<file path="src/rtl/fifo_wr_gen.sv">
// Test-pattern write generator for a dual-clock FIFO write port.
// Issues bursts of inc/dec/walking-one/fixed data gated by FIFO flags.
module fifo_wr_gen #(
  parameter int unsigned         DATA_W      = 8,
  parameter int unsigned         SYNC_STAGES = 2,
  parameter int unsigned         DATA_MAX    = 254,
  parameter logic [DATA_W-1:0]   PATTERN     = DATA_W'(8'hA5)
) (
  input  logic              wr_clk,
  input  logic              rst_n,
  input  logic              enable,
  input  logic [1:0]        mode,
  input  logic [15:0]       burst_len,
  input  logic              wr_rst_busy,
  input  logic              empty,
  input  logic              almost_full,
  input  logic              full,
  output logic              fifo_wr_en,
  output logic [DATA_W-1:0] fifo_wr_data,
  output logic              busy,
  output logic              burst_done,
  output logic [31:0]       word_cnt,
  output logic              overflow_err
);

  localparam logic [DATA_W-1:0] DMAX = DATA_W'(DATA_MAX);

  typedef enum logic [1:0] {
    S_IDLE,
    S_WAIT,
    S_WRITE
  } state_e;

  state_e              state_q;
  logic [SYNC_STAGES-1:0] sync_q;
  logic                empty_s;
  logic [1:0]          mode_q;
  logic [15:0]         blen_q;
  logic [15:0]         bcnt_q;
  logic [DATA_W-1:0]   data_q;
  logic                wr_en_q;
  logic                done_q;
  logic [31:0]         cnt_q;
  logic                ovf_q;
  logic                last_d;
  logic                stop_d;
  logic                run_d;

  function automatic logic [DATA_W-1:0] start_data(
    input logic [1:0] m
  );
    logic [DATA_W-1:0] r;
    r = '0;
    unique case (m)
      2'd0: r = '0;
      2'd1: r = DMAX;
      2'd2: r = DATA_W'(1);
      2'd3: r = PATTERN;
    endcase
    return r;
  endfunction

  function automatic logic [DATA_W-1:0] next_data(
    input logic [1:0]        m,
    input logic [DATA_W-1:0] d
  );
    logic [DATA_W-1:0] r;
    r = d;
    unique case (m)
      2'd0: r = (d == DMAX) ? '0 : d + DATA_W'(1);
      2'd1: r = (d == '0) ? DMAX : d - DATA_W'(1);
      2'd2: r = {d[DATA_W-2:0], d[DATA_W-1]};
      2'd3: r = d;
    endcase
    return r;
  endfunction

  // empty lives in the read domain; only the last stage is used
  always_ff @(posedge wr_clk or negedge rst_n) begin
    if (!rst_n) begin
      sync_q <= '0;
    end else begin
      sync_q <= {sync_q[SYNC_STAGES-2:0], empty};
    end
  end

  assign empty_s = sync_q[SYNC_STAGES-1];

  assign run_d  = enable & ~wr_rst_busy;
  assign last_d = (blen_q != 16'd0) &&
                  (16'(bcnt_q + 16'd1) == blen_q);
  assign stop_d = almost_full | full | last_d;

  always_ff @(posedge wr_clk or negedge rst_n) begin
    if (!rst_n) begin
      state_q <= S_IDLE;
      mode_q  <= 2'd0;
      blen_q  <= 16'd0;
      bcnt_q  <= 16'd0;
      data_q  <= '0;
      wr_en_q <= 1'b0;
      done_q  <= 1'b0;
      cnt_q   <= 32'd0;
      ovf_q   <= 1'b0;
    end else begin
      done_q <= 1'b0;
      if (wr_en_q) begin
        data_q <= next_data(mode_q, data_q);
        cnt_q  <= cnt_q + 32'd1;
        bcnt_q <= bcnt_q + 16'd1;
        if (full) begin
          ovf_q <= 1'b1;
        end
      end
      if (!run_d) begin
        state_q <= S_IDLE;
        wr_en_q <= 1'b0;
        if (state_q == S_WRITE) begin
          done_q <= 1'b1;
        end
      end else begin
        unique case (state_q)
          S_IDLE: begin
            state_q <= S_WAIT;
            mode_q  <= mode;
            blen_q  <= burst_len;
            data_q  <= start_data(mode);
          end
          S_WAIT: begin
            if (empty_s) begin
              state_q <= S_WRITE;
              wr_en_q <= 1'b1;
              bcnt_q  <= 16'd0;
            end
          end
          S_WRITE: begin
            if (stop_d) begin
              state_q <= S_WAIT;
              wr_en_q <= 1'b0;
              done_q  <= 1'b1;
            end
          end
          default: begin
            state_q <= S_IDLE;
            wr_en_q <= 1'b0;
          end
        endcase
      end
    end
  end

  assign fifo_wr_en   = wr_en_q;
  assign fifo_wr_data = data_q;
  assign busy         = (state_q != S_IDLE);
  assign burst_done   = done_q;
  assign word_cnt     = cnt_q;
  assign overflow_err = ovf_q;

endmodule

</file>
<file path="config.mk">
export PLATFORM = sky130hd
export DESIGN_NAME = fifo_wr_gen
export DESIGN_NICKNAME = d
export VERILOG_FILES = /design/src/rtl/fifo_wr_gen.sv
export SDC_FILE = /design/constraint.sdc
export NUM_CORES = 1
export LEC_CHECK = 0
export CORE_MARGIN = 1
export CORE_UTILIZATION = 54
export DETAILED_ROUTE_END_ITERATION = 10
export GPL_TIMING_DRIVEN = 0
export HOLD_SLACK_MARGIN = 0.15
export PLACE_DENSITY = 0.88
export SLEW_MARGIN = 20
export SYNTH_ARGS = -nofsm -noshare
export SYNTH_HDL_FRONTEND = slang
export SYNTH_SLANG_ARGS = --single-unit
</file>
<file path="constraint.sdc">
create_clock -name wr_clk -period 2.4 [get_ports wr_clk]
set_clock_uncertainty 0.15 [all_clocks]
set_input_delay 0.72 -clock wr_clk [delete_from_list [all_inputs] [get_ports wr_clk]]
set_output_delay 0.72 -clock wr_clk [all_outputs]
set_load 0.02 [all_outputs]
</file>
==> metrics.md <==
| Metric | Value |
|---|---|
| Outcome | finished, final reports clean |
| # IOs | 69 |
| H-tree lvl count | 3 |
| Mean post-synth cell area | around 9.3 sq um |
| First-pass GRT wire length | 18500 um |
| Post-route cell area | roughly 5600 sq um |
| Fraction of synthesized area in multiplexers | under 10% |
| TritonCTS clock tree | built |
| DP Area | 5320 sq um |
| Worst hold path type | reg2reg |
| Worst path bufs/invs | 1 |
| Compound-Gate Fraction of Synth Area | between 10% and 20% |
| Synth unique cells | 60 |
| First-iteration detailed-routing DRC count | between 300 and 400 |
| Cells after synthesis | approximately 480 |
| Least-Margin Pin Slew | about 0.61 ns |
| Static Leak | between 2 and 2.5 nW |
| Tcrit/Tclk final | just under 100% |
| Placer Congestion | 0.922 |
| Routed wire length | ~11000 um |
| P&R area growth vs syn | 25.0% |
| Initial antenna violation count | 0 |
| Commonest cells in the netlist | 82 x nand2_1, 81 x dfrtp_1, 45 x nor2_1 |
| Crit Path Category | reg2out |
| RSZ-0062 raised after global routing | false |
| Total gr overflow | 0 |
| Clk sink count | 81 |
| Yosys warnings | 0 |
| DR vias | ~4000 |
| Die span in x | 93.2 um |
| Pwr Total | approximately 4.2 mW |
| Worst-path maximum fanout | 5 |
| Worst Setup End Kind | primary output |
| Routed vias/inst | between 5 and 6 |
| Vert. Die Dim | slightly above 90 um |
| Nets | about 600 |
| Synth Area in Adders | around 1.7% |
| GRT Total Usage | between 20 and 30% |
| Die area | approximately 8700 sq um |
| Max stage delay on crit path | ~0.66 ns |
| Cell area after synthesis | between 4000 and 5000 sq um |
| Number of cell rows | 32 |
| Sequential share of the synthesized area | 45.2% |
| Cells taking the most area after synthesis | dfrtp_1 45%, xnor2_1 7.6%, nand2_1 6.9%, xor2_1 5.9%, nor2_1 3.8% |
| Post-Synth Simple-Gate Area | approximately 25% |
| Root Buffer | clkbuf_8 |
| Crit path DAT | about 1.5 ns |
| Post-synthesis xor/xnor area fraction | a little over an eighth |
| Largest net degree at the start of global routing | 62 |
| Most common cell in the netlist | nand2_1 |
| CP max stage cell | clkdlybuf4s50_1 |
| Initial Util | roughly 57% |
| Peak VDD IR | 387 uV |
| Synthesized flop and latch total | between 80 and 90 |
| Core area | 7890 sq um |
| Clk Latency, worst-skew pair | around 0.36 ns |
| PwrDens | between 700 and 800 nW/um^2 |
| N_diodes | 0 |
| Antenna-violating nets left | 0 |
| Synth Flop Type | dfrtp_1 |
| CP top delay family | buffers and inverters |
| Crit path launch type | flip-flop |
| Worst path cell trace | clkdlybuf4s50_1 |
| Met2 wire length | 5400 um |
| EDFF count, synth | 0 |
| Port bufs | 68 |
| Hold Violations, Final | 0 |
| WL per Instance | roughly 17 um |
| Area leader, netlist | dfrtp_1 |
| Clk slew on worst S/H paths | ~0.08 ns |
| Setup TNS | 0 ns |
| Fin. max-slew vios | 0 |
| DR WL met3 | 975 um |
| Final setup vio count | 0 |
| Slew HR | between 50% and 60% |
| Largest family of logic cells by synthesized area | simple AND/OR/NAND/NOR gates |
| Maximum buffer depth of the clock tree | 2 |
| DRC violations left | 0 |
| Num CTS Buffers | 9 |
| Metal-1 WL | 4700 um |
| Drt first pass iters | 5 |
| Post-synth top area share | ~45% |
| Max-Cap Viols | 0 |
| HPWL after DPL | slightly below 8000 um |
| Vias in the first global route | 3841 |
| Critical Path RT | approximately 1.5 ns |
| Fin util | a little under three quarters |
| Highest metal used | met4 |
| Synth async-reset ratio | 100% |
| Min Tclk post-route | about 2.3 ns |
| Layout cells sized above 1 | approximately 11% |
| Synth Net Count | a little over 500 |
| FMAX | roughly 430 MHz |
## sequential cells by signal, summed over array words and instances (netlist names)
signal / flops
bcnt_q: 16
blen_q: 16
burst_done: 1
fifo_wr_data: 8
fifo_wr_en: 1
mode_q: 2
overflow_err: 1
state_q: 2
sync_q: 2
word_cnt: 32
## cell families (layout without fill, tap and decap cells)
group                    Yosys count  count (layout)
AO/OA/AOI/OAI                     66              66
XOR/XNOR                          69              69
adder cells (fa/ha/maj)            6               6
buffers and inverters             34             124
flip-flops                        81              81
multiplexers                       5               5
AND/OR/NAND/NOR                  221             221
## path summary, 6_finish.rpt
path,from,to,slack [ns],depth (start not counted)
worst max-delay path,word_cnt[2],word_cnt[2],0.06,1
worst min-delay path,sync_q[0],sync_q[1],0.21,0
worst max register to register,bcnt_q[0],fifo_wr_en,0.07,8
worst min register to register,sync_q[0],sync_q[1],0.21,0
max in group asynchronous,rst_n,fifo_wr_data[0],0.86,3
min in group asynchronous,rst_n,fifo_wr_data[4],0.63,2
## through the flow
stage                     hold slack, ns  worst slack (ns)  std cells
after floorplan                    0.181             0.263        482
after global placement             0.187             -2.29        652
after detailed placement           0.188            -0.537        653
after CTS                          0.208            0.0331        670
after global routing               0.226           0.00198        674
final                              0.206            0.0604        674
## layer usage
| metal | up-vias | GRT usage (%) |
|---|---|---|
| li1 | 1841 | - |
| met1 | 1909 | 36.1 |
| met2 | 229 | 44.2 |
| met3 | 30 | 5.53 |
| met4 | 0 | 11.2 |
| met5 | - | 0 |
## repair_timing
item | CTS | global route
pin swaps | 3 | 6
hold buffers | 1 | 0
setup endpoints to repair | 23 | 20
buffers inserted | 0 | 5
endpoints found under the hold margin | 20 | 0
gates cloned | 0 | 0
gates resized for setup | 9 | 13
## area by class of cell
| type | count | area, sq um |
|---|---|---|
| repair buffers | 75 | 748 |
| multi-input cells | 367 | 2350 |
| inverters | 8 | 30.0 |
| plain buffers | 25 | 124 |
| clock buffers | 9 | 124 |
| clock inverters | 7 | 77.6 |
| fillers | 567 | 2280 |
| well taps | 102 | 128 |
| flip-flops and latches | 81 | 2030 |
## cells in the final DEF, fill, tap and decap left out, types with 3 or more instances in the layout
master	Yosys	layout
a211oi_1	6	5
a21o_1	3	3
a21oi_1	11	11
a31oi_1	4	4
and3_1	13	13
and4_1	5	5
buf_2	5	6
buf_4	5	11
clkbuf_1	14	11
clkbuf_2	2	3
clkbuf_8	0	9
clkdlybuf4s50_1	0	63
dfrtp_1	81	78
dfrtp_2	0	3
dlygate4sd2_1	0	4
ha_1	6	5
inv_1	8	8
mux2i_1	3	3
nand2_1	82	82
nand2b_1	5	5
nand3_1	19	19
nand4_1	18	18
nor2_1	45	42
nor2_2	1	3
nor2b_1	3	3
nor3_1	6	4
nor4_1	5	5
o211ai_1	4	4
o21ai_0	14	14
or2_2	3	3
xnor2_1	39	39
xor2_1	30	30
## report_power, final
part | switching, mW | internal, mW
registers | 0.229 | 1.56
logic | 0.751 | 0.605
clock network | 0.538 | 0.490
total | 1.52 | 2.65
No activity file was read; power rests on OpenSTA's default activity.
